`src/rtl/uart_pkg.sv`:
```
// Shared types and helpers for the packet UART transmitter.
package uart_pkg;

  typedef enum logic [1:0] {
    PAR_NONE,
    PAR_EVEN,
    PAR_ODD
  } parity_mode_t;

  typedef enum logic [2:0] {
    IDLE,
    START,
    DATA,
    PARITY,
    STOP,
    GAP
  } tx_state_t;

  // Phase timer and frame counter are sized for the largest legal values:
  // 9 data bits, 15 gap bits, 13-bit frames.
  localparam int TIMER_W = 4;
  localparam int FLEN_W  = 4;

  // Bit times in one frame: start + data + optional parity + stop bits.
  function automatic logic [FLEN_W-1:0] frame_len(input int         data_bits,
                                                  input logic       has_parity,
                                                  input logic [1:0] stop_bits);
    return FLEN_W'(data_bits + 1) + {3'b000, has_parity} + {2'b00, stop_bits};
  endfunction

endpackage

```
`src/rtl/uart_frame_ser.sv`:
```
// Single-frame serializer: shifts start, data (LSB first), optional parity
// and stop bits onto a registered line that idles high between frames.
module uart_frame_ser
  import uart_pkg::*;
#(
  parameter int DATA_BITS = 8
) (
  input  logic                 clk_baud,
  input  logic                 rst,
  input  logic                 load,
  input  logic [DATA_BITS-1:0] data,
  input  parity_mode_t         parity_mode,
  input  logic [1:0]           stop_count,
  output logic                 bit_out,
  output logic                 frame_done
);

  // Frame image is wide enough for two stop bits; any slot past the real
  // frame length is 1, so shorter stop/parity settings just end earlier.
  localparam int FW = DATA_BITS + 4;

  logic [FW-1:0]     frame;
  logic [FW-1:0]     shreg_q;
  logic [FLEN_W-1:0] len;
  logic [FLEN_W-1:0] cnt_q;
  logic              active_q;
  logic              bit_q;
  logic              par_bit;

  // Build the frame image and its length from the current load data.
  always_comb begin
    par_bit = (^data) ^ (parity_mode == PAR_ODD);
    frame   = {2'b11, (parity_mode == PAR_NONE) ? 1'b1 : par_bit, data, 1'b0};
    len     = frame_len(DATA_BITS, parity_mode != PAR_NONE, stop_count);
  end

  // Shift the frame out one bit per cycle; cnt_q counts remaining bit times.
  always_ff @(posedge clk_baud or posedge rst) begin
    if (rst) begin
      bit_q    <= 1'b1;
      shreg_q  <= '1;
      cnt_q    <= '0;
      active_q <= 1'b0;
    end else if (load) begin
      bit_q    <= frame[0];
      shreg_q  <= {1'b1, frame[FW-1:1]};
      cnt_q    <= len - FLEN_W'(1);
      active_q <= 1'b1;
    end else if (active_q) begin
      if (cnt_q == '0) begin
        active_q <= 1'b0;
        bit_q    <= 1'b1;
      end else begin
        bit_q   <= shreg_q[0];
        shreg_q <= {1'b1, shreg_q[FW-1:1]};
        cnt_q   <= cnt_q - FLEN_W'(1);
      end
    end
  end

  assign bit_out    = bit_q;
  assign frame_done = active_q && (cnt_q == '0);

endmodule

```
`src/rtl/uart_packet_tx.sv`:
```
// Packet UART transmitter: captures a multi-byte packet and sends it as a
// sequence of frames with optional inter-frame gaps, abort and done pulse.
//
// state  | meaning
// IDLE   | line high, waiting for ready
// START  | start bit on the line
// DATA   | data bits on the line, LSB first
// PARITY | parity bit on the line
// STOP   | stop bit(s) on the line; decides next frame, gap or finish
// GAP    | idle-high spacing between frames of one packet
module uart_packet_tx
  import uart_pkg::*;
#(
  parameter  int           PACKET_WIDTH = 4,
  parameter  int           DATA_BITS    = 8,
  parameter  parity_mode_t PARITY_MODE  = PAR_EVEN,
  parameter  int           STOP_BITS    = 1,
  parameter  int           GAP_BITS     = 0,
  localparam int           IDX_W        = $clog2(PACKET_WIDTH) + 1
) (
  input  logic                              clk_baud,
  input  logic                              rst,
  input  logic [PACKET_WIDTH*DATA_BITS-1:0] sys_packet,
  input  logic                              ready,
  input  logic                              abort,
  output logic                              uart_stream,
  output logic                              busy,
  output logic                              done,
  output logic [IDX_W-1:0]                  byte_index
);

  localparam logic [IDX_W-1:0] LAST_IDX = IDX_W'(PACKET_WIDTH - 1);

  tx_state_t                         state_q, state_d;
  logic [TIMER_W-1:0]                timer_q, timer_val;
  logic                              timer_load;
  logic                              accept, load_next, finish, finish_done;
  logic                              abort_q, abort_hit, last_byte;
  logic                              busy_q, done_q;
  logic [IDX_W-1:0]                  idx_q;
  // Holds the bytes still waiting to be sent, next one in the low bits.
  logic [PACKET_WIDTH*DATA_BITS-1:0] shadow_q;
  logic                              ser_load, ser_frame_done, ser_bit;
  logic [DATA_BITS-1:0]              ser_data;

  assign last_byte = (idx_q == LAST_IDX);
  // An abort arriving on the final stop edge still counts for this frame.
  assign abort_hit = abort_q | abort;

  // State register.
  always_ff @(posedge clk_baud or posedge rst) begin
    if (rst) state_q <= IDLE;
    else     state_q <= state_d;
  end

  // Next-state and sequencing strobes.
  always_comb begin
    state_d     = state_q;
    accept      = 1'b0;
    load_next   = 1'b0;
    finish      = 1'b0;
    finish_done = 1'b0;
    timer_load  = 1'b0;
    timer_val   = '0;
    case (state_q)
      IDLE: begin
        if (ready) begin
          accept  = 1'b1;
          state_d = START;
        end
      end
      START: begin
        state_d    = DATA;
        timer_load = 1'b1;
        timer_val  = TIMER_W'(DATA_BITS - 1);
      end
      DATA: begin
        if (timer_q == '0) begin
          if (PARITY_MODE == PAR_NONE) state_d = STOP;
          else                         state_d = PARITY;
        end
      end
      PARITY: state_d = STOP;
      STOP: begin
        if (ser_frame_done) begin
          if (abort_hit || last_byte) begin
            state_d     = IDLE;
            finish      = 1'b1;
            finish_done = !abort_hit;
          end else if (GAP_BITS > 0) begin
            state_d    = GAP;
            timer_load = 1'b1;
            timer_val  = TIMER_W'(GAP_BITS - 1);
          end else begin
            state_d   = START;
            load_next = 1'b1;
          end
        end
      end
      GAP: begin
        if (timer_q == '0) begin
          state_d   = START;
          load_next = 1'b1;
        end
      end
      default: state_d = IDLE;
    endcase
  end

  // Phase down-counter for DATA and GAP; terminal count is zero.
  always_ff @(posedge clk_baud or posedge rst) begin
    if (rst)                  timer_q <= '0;
    else if (timer_load)      timer_q <= timer_val;
    else if (timer_q != '0)   timer_q <= timer_q - TIMER_W'(1);
  end

  // Packet bookkeeping: shadow copy, byte index, busy/done, abort latch.
  always_ff @(posedge clk_baud or posedge rst) begin
    if (rst) begin
      shadow_q <= '0;
      busy_q   <= 1'b0;
      done_q   <= 1'b0;
      idx_q    <= '0;
      abort_q  <= 1'b0;
    end else begin
      done_q <= finish_done;
      if (accept) begin
        shadow_q <= sys_packet >> DATA_BITS;
        busy_q   <= 1'b1;
        idx_q    <= '0;
        abort_q  <= 1'b0;
      end else if (load_next) begin
        shadow_q <= shadow_q >> DATA_BITS;
        idx_q    <= idx_q + IDX_W'(1);
      end
      if (finish) begin
        busy_q  <= 1'b0;
        idx_q   <= '0;
        abort_q <= 1'b0;
      end else if (busy_q && abort) begin
        abort_q <= 1'b1;
      end
    end
  end

  assign ser_load = accept | load_next;
  assign ser_data = accept ? sys_packet[DATA_BITS-1:0] : shadow_q[DATA_BITS-1:0];

  uart_frame_ser #(
    .DATA_BITS (DATA_BITS)
  ) u_ser (
    .clk_baud    (clk_baud),
    .rst         (rst),
    .load        (ser_load),
    .data        (ser_data),
    .parity_mode (PARITY_MODE),
    .stop_count  (2'(STOP_BITS)),
    .bit_out     (ser_bit),
    .frame_done  (ser_frame_done)
  );

  assign uart_stream = ser_bit;
  assign busy        = busy_q;
  assign done        = done_q;
  assign byte_index  = idx_q;

endmodule

```
`config.mk`:
```
export PLATFORM = sky130hd
export DESIGN_NAME = uart_packet_tx
export DESIGN_NICKNAME = d
export VERILOG_FILES = /design/src/rtl/uart_pkg.sv /design/src/rtl/uart_frame_ser.sv /design/src/rtl/uart_packet_tx.sv
export SDC_FILE = /design/constraint.sdc
export NUM_CORES = 1
export LEC_CHECK = 0
export ABC_AREA = 0
export CORE_ASPECT_RATIO = 0.6
export CORE_MARGIN = 2
export CORE_UTILIZATION = 40
export CTS_CLUSTER_DIAMETER = 50
export DETAILED_ROUTE_END_ITERATION = 12
export PLACE_DENSITY_LB_ADDON = 0.1
export SLEW_MARGIN = 20
export SYNTH_ARGS = -nofsm -noshare
export SYNTH_HDL_FRONTEND = slang
export SYNTH_SLANG_ARGS = --single-unit
```
`constraint.sdc`:
```
create_clock -name clk_baud -period 2.8 [get_ports clk_baud]
set_input_delay 0.42 -clock clk_baud [delete_from_list [all_inputs] [get_ports clk_baud]]
set_output_delay 0.42 -clock clk_baud [all_outputs]
set_load 0.1 [all_outputs]
```
==> results.sh, run 1 <==
export IMPL_portBuffers=41
export IMPL_cts_hold_fix_buffers=0
export IMPL_dp_cells=379
export IMPL_ctsResizeCount=0
export IMPL_insertion_delay_ns=0.30
export IMPL_clk_path_buf_depth=2
export IMPL_drive_gt1_share_pct=14.9
export IMPL_tns_ns=0
export IMPL_synth_ff_type="dfrtp_1"
export IMPL_yosysWarnings=0
export IMPL_pre_cts_slack_ns=0.448
export IMPL_dr_first_iter_drc_count=93
export IMPL_tightest_slew_ns=0.642
export IMPL_hpwl_mm=3.98
export IMPL_p_leak_uw=0.00136
export IMPL_dr_pass1_iters=4
export IMPL_synth_edf_count=0
export IMPL_status="complete, no violations"
export IMPL_fmax_mhz=446
export IMPL_power_density_nw_per_um2=1030
export IMPL_synthTopCellsByArea="dfrtp_1, dfstp_2, xnor2_1"
export IMPL_syn_area_um2=2620
export IMPL_async_flop_share_pct=100
export IMPL_detail_route_wl_per_cell_um=14.3
export IMPL_wirelength_mm=5.55
export IMPL_hold_viol_final=0
export IMPL_cts_tree="done"
export IMPL_crit_path_end_kind="flip-flop"
export IMPL_die_area_um2=7220
export IMPL_cts_root_buf="clkbuf_8"
export IMPL_fin_ws_ns=0.558
export IMPL_die_x_um=108
export IMPL_fin_nets=342
export IMPL_ant_nets=0
export IMPL_worstPathMaxFanout=15
export IMPL_htreeDepth=2
export IMPL_antenna_found_initial=0
export IMPL_post_cts_setup_buffers=0
export IMPL_final_cells=387
export IMPL_initial_core_util_pct=42.1
export IMPL_cts_sinks=52
export IMPL_synth_most_common_cell="dfrtp_1"
export IMPL_grt_pass1_vias=1921
export IMPL_die_height_um=66.6
export IMPL_synth_common_cells="dfrtp_1, nand2_1, nor2_1, a21oi_1, xnor2_1"
export IMPL_slew_viol_final=0
export IMPL_critPathSlowestCell="dfrtp_1"
export IMPL_via_per_inst=5.19
export IMPL_yosys_register_bits=52
export IMPL_syn_nets=301
export IMPL_max_slew_margin_pct=57.1
export IMPL_synth_top_cell_area_share_pct=40.2
export IMPL_crit_chain="ha_1 > ha_1 > nor4b_2 > a21oi_1 > or2_1 > and3_1 > a221o_1"
export IMPL_cts_inserted_buffers=5
export IMPL_drc_errors=0
export IMPL_yosysSeqAreaShare_pct=50.2
export IMPL_worstSetupPathType="flip-flop to flip-flop"
export IMPL_grt_overflow_total=0
export IMPL_irDropWorstVdd_mv=0.559
export IMPL_vias=2008
export IMPL_core_rowCount=22
export IMPL_grt_setup_unrepaired="no"
export IMPL_cap_viol_max_count=0
export IMPL_grt_max_degree=30
export IMPL_design_core_area_um2=6220
export IMPL_cp_arrival_ns=2.43
export IMPL_fillers=600
export IMPL_synth_area_per_cell_um2=10.0
export IMPL_fin_util_pct=51.4
export IMPL_clk_pin_slew_worst_paths_ns=0.10
export IMPL_worst_clock_skew_ns=0.00717
export IMPL_critPathMaxStageDelay_ns=0.42
export IMPL_synth_cells=261
export IMPL_grt_pass1_wl_mm=9.33
export IMPL_ioPinCount=42
export IMPL_cp_required_ns=2.99
export IMPL_worst_hold_slack_ns=0.501
export IMPL_layout_min_cycle_time_ns=2.24
export IMPL_grt_usage_pct=16.7
export IMPL_worst_path_most_repeated_cell="ha_1"
export IMPL_area_delta_synth_final_pct=22.3
export IMPL_gp_congestion=0.767
export IMPL_setup_viol=0
export IMPL_cp_start_kind="flip-flop"
export IMPL_synth_distinct_cells=40
export IMPL_insertedDiodeCount=0
export IMPL_hold_path_class="input pin to async pin"
export IMPL_timing_final_crit_share_pct=80.1
export IMPL_netlist_top_cell_by_area="dfrtp_1"
where the power goes:
group	switching [uW]	leakage, uW	internal [uW]
combinational	713	0.000695	678
sequential	271	0.000609	1130
clock	246	0.0000552	266
path summary, 6_finish.rpt:
kind	from	to	slack, ns	cells after the start
worst max register to register	byte_index[0]	shadow_q[13]	0.56	7
worst min-delay path	rst	timer_q[2]	0.50	2
worst min register to register	shadow_q[20]	shadow_q[12]	0.52	1
worst max-delay path	byte_index[0]	shadow_q[13]	0.56	7
min in group clk_baud	shadow_q[20]	shadow_q[12]	0.52	1
max in group asynchronous	rst	u_ser.shreg_q[1]	1.61	3
worst max-delay path, delay by kind of cell (launching register included):
family | cells | cell delay [ns]
flops | 1 | 0.42
compound gates | 2 | 0.38
simple gates | 3 | 0.89
fa+ha+maj | 2 | 0.45
logic make-up after synthesis:
group,synth area share (%)
AND/OR/NAND/NOR,17.4
XOR/XNOR,6.70
AO/OA/AOI/OAI,16.0
flip-flops,50.2
adder cells (fa/ha/maj),1.91
buffers and inverters,4.78
multiplexers,3.06
per-layer routing:
metal / up-vias / track usage, % / wire length (um)
met3: 2 / 3.82 / 240
met4: 0 / 3.37 / 25
met5: - / 0 / 0
met2: 40 / 24.6 / 2380
li1: 1000 / - / -
met1: 966 / 25.0 / 2900
area by class of cell:
cell class | instances | area (um^2) | area share [%]
timing repair buffer | 50 | 463 | 14.5
clock inverter | 2 | 35.0 | 1.10
tap | 84 | 105 | 3.29
sequential | 52 | 1310 | 41.1
clock buffer | 6 | 72.6 | 2.27
inverter | 8 | 30.0 | 0.939
multi-input combinational | 185 | 1180 | 36.9
state kept, by name, indices dropped and copies added, names as in the netlist:
| register | cells |
|---|---|
| shadow_q | 24 |
| u_ser.shreg_q | 9 |
| timer_q | 4 |
| u_ser.cnt_q | 4 |
| byte_index | 3 |
| state_q | 3 |
| abort_q | 1 |
| busy | 1 |
| done | 1 |
| u_ser.active_q | 1 |
| u_ser.bit_out | 1 |
stage by stage:
stage	area [um^2]	power, uW
global route	3200	3570
floorplan	2620	2480
detailed placement	3090	2810
CTS	3200	3340
finish	3200	3300
global placement	3090	2790
placed cells by master (no fill, tap or decap), types with 9 or more instances in the layout:
cell and n:
a21oi_1 19, dfrtp_1 42, nand3_1 10, buf_4 15, and3_1 9, dfstp_2 10, nor2_1 21, clkdlybuf4s50_1 35
o21ai_0 12, nand2_1 38, xnor2_1 17
Note: power is estimated with default switching activity, not from simulation.
==> run 2: changes to the inputs <==
==> constraint.sdc (replaced) <==
create_clock -name clk_baud -period 2 [get_ports clk_baud]
set_input_delay 0.3 -clock clk_baud [delete_from_list [all_inputs] [get_ports clk_baud]]
set_output_delay 0.3 -clock clk_baud [all_outputs]
set_load 0.1 [all_outputs]
==> run 2 against run 1 <==
Total power up 47%. Combinational power rose by 56%. Critical path depth stayed put. Sequential share of layout area is 2.5 points lower. Global-route usage increased by 0.64 points. Highest routed layer unchanged. Cell area increased by 6.7%. Fmax grew 14%. Largest power group is now combinational logic. Critical endpoint is now shadow_q[12]. Count of clock-buffer cells in the layout is 1 lower. Utilization is 3.4 points higher.
==> results.sh, run 2 (synthesized netlist as in run 1, its figures left out) <==
export IMPL_status="complete, no violations"
export IMPL_worst_hold_slack_ns=0.356
export IMPL_wl_met3_um=257
export IMPL_drive_gt1_share_pct=22.8
export IMPL_insertion_delay_ns=0.30
export IMPL_grt_max_degree=53
export IMPL_htreeDepth=2
export IMPL_worstSetupPathType="flip-flop to flip-flop"
export IMPL_r2r_setup_slack_ns=0.03
export IMPL_layout_commonest_cell="dfrtp_1"
export IMPL_cts_tree="done"
export IMPL_crit_start="byte_index[0]"
export IMPL_crit_chain="ha_4 > ha_4 > nor4b_4 > a21oi_2 > or2_4 > and3_1 > a221o_1"
export IMPL_path_depth=7
export IMPL_crit_family="simple AND/OR/NAND/NOR gates"
export IMPL_vias=2080
export IMPL_tightest_slew_ns=0.402
export IMPL_critical_path_buf_inv_count=0
export IMPL_wl_met2_mm=2.50
export IMPL_clk_path_buf_depth=2
export IMPL_worstPathMaxFanout=6
export IMPL_grt_pass1_vias=1996
export IMPL_worst_clock_skew_ns=0.00984
export IMPL_hold_viol_final=0
export IMPL_cts_hold_fix_buffers=0
export IMPL_cp_arrival_ns=2.16
export IMPL_portBuffers=41
export IMPL_area_delta_synth_final_pct=30.5
export IMPL_clk_pin_slew_worst_paths_ns=0.10
export IMPL_pre_cts_slack_ns=-0.145
export IMPL_hpwl_mm=4.15
export IMPL_core_rowCount=22
export IMPL_insertedDiodeCount=0
export IMPL_ant_nets=0
export IMPL_cap_viol_max_count=0
export IMPL_cts_sinks=52
export IMPL_timing_final_crit_share_pct=98.6
export IMPL_grt_setup_unrepaired="yes"
export IMPL_largest_reg_flops=24
export IMPL_cts_root_buf="clkbuf_8"
export IMPL_largestRegisters="shadow_q x24, u_ser.shreg_q x9"
export IMPL_fin_ws_ns=0.0280
export IMPL_crit_path_end_kind="flip-flop"
export IMPL_r2r_end="shadow_q[12]"
export IMPL_drc_errors=0
export IMPL_wirelength_mm=5.92
export IMPL_layout_min_cycle_time_ns=1.97
export IMPL_design_core_area_um2=6220
export IMPL_power_uw=4870
export IMPL_p_leak_uw=0.00143
export IMPL_die_height_um=66.6
export IMPL_fmax_mhz=507
export IMPL_final_cell_mix="dfrtp_1, nand2_1, clkdlybuf4s50_1"
export IMPL_post_cts_setup_buffers=0
export IMPL_die_x_um=108
export IMPL_dr_first_iter_drc_count=108
export IMPL_slew_viol_final=0
export IMPL_critPathSlowestCell="dfrtp_2"
export IMPL_worst_path_most_repeated_cell="ha_4"
export IMPL_crit_end="shadow_q[12]"
export IMPL_setup_viol=0
export IMPL_dr_pass1_iters=4
export IMPL_gp_congestion=0.760
export IMPL_wl_met1_mm=3.14
export IMPL_hold_path_class="input pin to async pin"
export IMPL_grt_overflow_total=0
export IMPL_via_per_inst=5.25
export IMPL_die_area_um2=7220
export IMPL_fin_nets=351
export IMPL_regMostFlops="shadow_q"
export IMPL_power_density_nw_per_um2=1430
export IMPL_max_slew_margin_pct=73.0
export IMPL_r2r_start="byte_index[0]"
export IMPL_initial_core_util_pct=42.1
export IMPL_top_layer="met4"
export IMPL_cp_start_kind="flip-flop"
export IMPL_critPathMaxStageDelay_ns=0.43
export IMPL_cts_inserted_buffers=5
export IMPL_antenna_found_initial=0
export IMPL_cp_required_ns=2.18
export IMPL_detail_route_wl_per_cell_um=15.0
export IMPL_grt_usage_pct=17.4
export IMPL_irDropWorstVdd_mv=0.660
export IMPL_rr_worst_depth=7
export IMPL_ioPinCount=42
export IMPL_grt_pass1_wl_mm=9.67
## run 2: power breakdown
part | total, uW | switching (uW) | internal (uW)
clock | 723 | 352 | 371
sequential | 1970 | 394 | 1580
combinational | 2170 | 1070 | 1100
## run 2: area by class of cell
cell class	instances	area (um^2)
Fill cell	597	2810
Sequential cell	52	1320
Multi-Input combinational cell	186	1270
Timing Repair Buffer	58	581
Tap cell	84	105
Clock buffer	5	68.8
Clock inverter	3	42.5
Inverter	8	30.0
## run 2: repair_timing
item / 4_1_cts / 5_1_grt
cloned: 0 / 1
endpoints found under the setup margin: 22 / 26
endpoints found under the hold margin: 0 / 0
resized for setup: 1 / 6
## run 2: worst min-delay path by stage
| stage | to | from | slack (ns) | depth (start not counted) |
|---|---|---|---|---|
| final | done | rst | 0.36 | 3 |
| after global routing | timer_q[3] | rst | 0.37 | 3 |
| after CTS | done | rst | 0.37 | 3 |
| after detailed placement | shadow_q[8] | shadow_q[16] | 0.50 | 1 |
| after global placement | shadow_q[9] | shadow_q[17] | 0.49 | 1 |
| after floorplan | shadow_q[16] | sys_packet[24] | 0.42 | 2 |
## run 2: worst register-to-register path, cell delays in order, from the launching register on
cell and delay (ns):
dfrtp_2 0.43, ha_4 0.17, ha_4 0.17, nor4b_4 0.23, a21oi_2 0.13, or2_4 0.28, and3_1 0.18, a221o_1 0.26
## run 2: through the flow
stage | cells | utilization [%] | setup TNS [ns] | area, um^2
6_report | 396 | 54.9 | 0 | 3410
4_1_cts | 395 | 54.4 | 0 | 3380
3_3_place_gp | 387 | 52.5 | -2.07 | 3270
5_1_grt | 396 | 54.9 | -0.235 | 3410
2_1_floorplan | 261 | - | -4.79 | 2680
3_5_place_dp | 387 | 52.5 | -2.40 | 3270
## run 2: layer usage
layer | global-route usage [%] | up-vias
li1 | - | 1016
met1 | 25.3 | 1020
met2 | 26.5 | 42
met3 | 4.31 | 2
met4 | 2.88 | 0
met5 | 0 | -
==> run 3: changes to the inputs <==
--- a/config.mk
+++ b/config.mk
@@ -11,6 +11,7 @@
 export CORE_UTILIZATION = 40
 export CTS_CLUSTER_DIAMETER = 50
 export DETAILED_ROUTE_END_ITERATION = 12
+export DONT_BUFFER_PORTS = 1
 export PLACE_DENSITY_LB_ADDON = 0.1
 export SLEW_MARGIN = 20
 export SYNTH_ARGS = -nofsm -noshare
==> run 3 against run 2 <==
Clock skew shrank 0.0024 ns. Sequential cell count is the same. Critical endpoint is now shadow_q[14]. Global-route usage grew 1.4 points. Die area is the same. Total power grew 0.71%. Cell area shrank 9.1%. Register-to-register slack gained 0.03 ns. First-iteration DRC count shrank 31%. Largest cell class unchanged. Largest power group unchanged. Critical path depth is the same.
==> results.sh, run 3 (synthesized netlist as in run 1, its figures left out) <==
export IMPL_p_leak_uw=0.00131
export IMPL_ioPinCount=42
export IMPL_regMostFlops="shadow_q"
export IMPL_grt_usage_pct=18.8
export IMPL_cts_inserted_buffers=5
export IMPL_antenna_found_initial=0
export IMPL_layout_min_cycle_time_ns=1.94
export IMPL_tightest_slew_ns=0.509
export IMPL_power_density_nw_per_um2=1580
export IMPL_gp_congestion=0.747
export IMPL_worstSetupPathType="flip-flop to flip-flop"
export IMPL_worstPathMaxFanout=10
export IMPL_insertedDiodeCount=0
export IMPL_critPathMaxStageDelay_ns=0.44
export IMPL_multi_input_area_um2=1270
export IMPL_cap_viol_max_count=0
export IMPL_crit_chain="ha_4 > ha_4 > nor4b_4 > a21oi_2 > or2_4 > and3_1 > a221o_1"
export IMPL_clk_pin_slew_worst_paths_ns=0.10
export IMPL_die_area_um2=7220
export IMPL_setup_viol=0
export IMPL_core_rowCount=22
export IMPL_drive_gt1_share_pct=26.0
export IMPL_area_delta_synth_final_pct=18.6
export IMPL_layout_commonest_cell="dfrtp_1"
export IMPL_hold_path_class="input pin to flip-flop"
export IMPL_die_height_um=66.6
export IMPL_cp_arrival_ns=2.14
export IMPL_cp_start_kind="flip-flop"
export IMPL_cts_tree="done"
export IMPL_hold_viol_final=0
export IMPL_detail_route_wl_per_cell_um=16.8
export IMPL_via_per_inst=5.36
export IMPL_fillers=578
export IMPL_wirelength_mm=6.07
export IMPL_initial_core_util_pct=42.1
export IMPL_vias=1936
export IMPL_slew_viol_final=0
export IMPL_timing_final_crit_share_pct=96.9
export IMPL_grt_max_degree=45
export IMPL_status="complete, no violations"
export IMPL_tns_ns=0
export IMPL_cts_root_buf="clkbuf_8"
export IMPL_dr_first_iter_drc_count=74
export IMPL_grt_pass1_wl_mm=10.2
export IMPL_grt_setup_unrepaired="yes"
export IMPL_worst_hold_slack_ns=0.104
export IMPL_post_cts_setup_buffers=0
export IMPL_htreeDepth=2
export IMPL_irDropWorstVdd_mv=0.606
export IMPL_cp_required_ns=2.20
export IMPL_critPathSlowestCell="dfrtp_2"
export IMPL_ant_nets=0
export IMPL_design_core_area_um2=6220
export IMPL_dr_pass1_iters=5
export IMPL_cts_sinks=52
export IMPL_crit_family="simple AND/OR/NAND/NOR gates"
export IMPL_fin_nets=316
export IMPL_drc_errors=0
export IMPL_largestRegisters="shadow_q x24, u_ser.shreg_q x9"
export IMPL_worst_clock_skew_ns=0.00747
export IMPL_largest_reg_flops=24
export IMPL_max_slew_margin_pct=66.1
export IMPL_final_cell_mix="dfrtp_1, nand2_1, nor2_1"
export IMPL_clk_path_buf_depth=2
export IMPL_fmax_mhz=516
export IMPL_portBuffers=0
export IMPL_die_x_um=108
export IMPL_crit_path_end_kind="flip-flop"
export IMPL_worst_path_most_repeated_cell="ha_4"
export IMPL_insertion_delay_ns=0.31
export IMPL_hpwl_mm=4.19
export IMPL_critical_path_buf_inv_count=0
export IMPL_regArea_um2=1320
export IMPL_grt_overflow_total=0
export IMPL_grt_pass1_vias=1956
run 3: cell type report:
| type | count | area share [%] |
|---|---|---|
| clock buffers | 6 | 2.66 |
| clock inverters | 2 | 1.25 |
| inverters | 8 | 0.968 |
| multi-input cells | 185 | 41.1 |
| flip-flops and latches | 52 | 42.5 |
| well taps | 84 | 3.39 |
| repair buffers | 24 | 8.19 |
run 3: worst register-to-register path, delay by kind of cell, from the launching register on:
kind / cells / cell delay (ns)
and+or+nand+nor: 3 / 0.70
DFF: 1 / 0.44
AOI/OAI and AO/OA: 2 / 0.37
adders and majority gates: 2 / 0.33
run 3: per-stage QoR:
stage	setup slack, ns	instances	total power, uW	utilization, %	area [um^2]
after floorplan	-0.281	261	3530	-	2680
after global placement	0.0110	351	4070	46.8	2910
after detailed placement	-0.0524	351	4100	46.8	2910
after CTS	0.0387	360	4890	48.9	3040
after global routing	-0.000787	361	5310	49.9	3100
final	0.0622	361	4900	49.9	3100
run 3: per-layer routing:
metal	track usage (%)	vias up	share of wire (%)
li1	-	947	-
met1	28.4	940	52
met2	25.5	41	41
met3	5.09	8	5.3
met4	6.09	0	1.6
met5	0	-	0
run 3: power breakdown:
group | switching [uW] | internal, uW
combinational | 1030 | 1060
clock | 361 | 410
sequential | 453 | 1580
run 3: worst paths after layout:
| check | startpoint | end | slack (ns) | cells after the start |
|---|---|---|---|---|
| worst max-delay path | byte_index[0] | shadow_q[14] | 0.06 | 7 |
| min in group asynchronous | rst | state_q[1] | 0.46 | 2 |
| worst min-delay path | sys_packet[24] | shadow_q[16] | 0.10 | 2 |
| worst min register to register | u_ser.shreg_q[0] | u_ser.bit_out | 0.52 | 2 |
| worst max register to register | byte_index[0] | shadow_q[14] | 0.06 | 7 |
| max in group asynchronous | rst | u_ser.shreg_q[8] | 0.95 | 3 |
run 3: repair_timing:
item,in CTS,in global routing
hold endpoints to repair,20,0
gates cloned,0,1
pin swaps,0,0
hold buffers,1,0
endpoints found under the setup margin,21,34
resized for setup,1,7
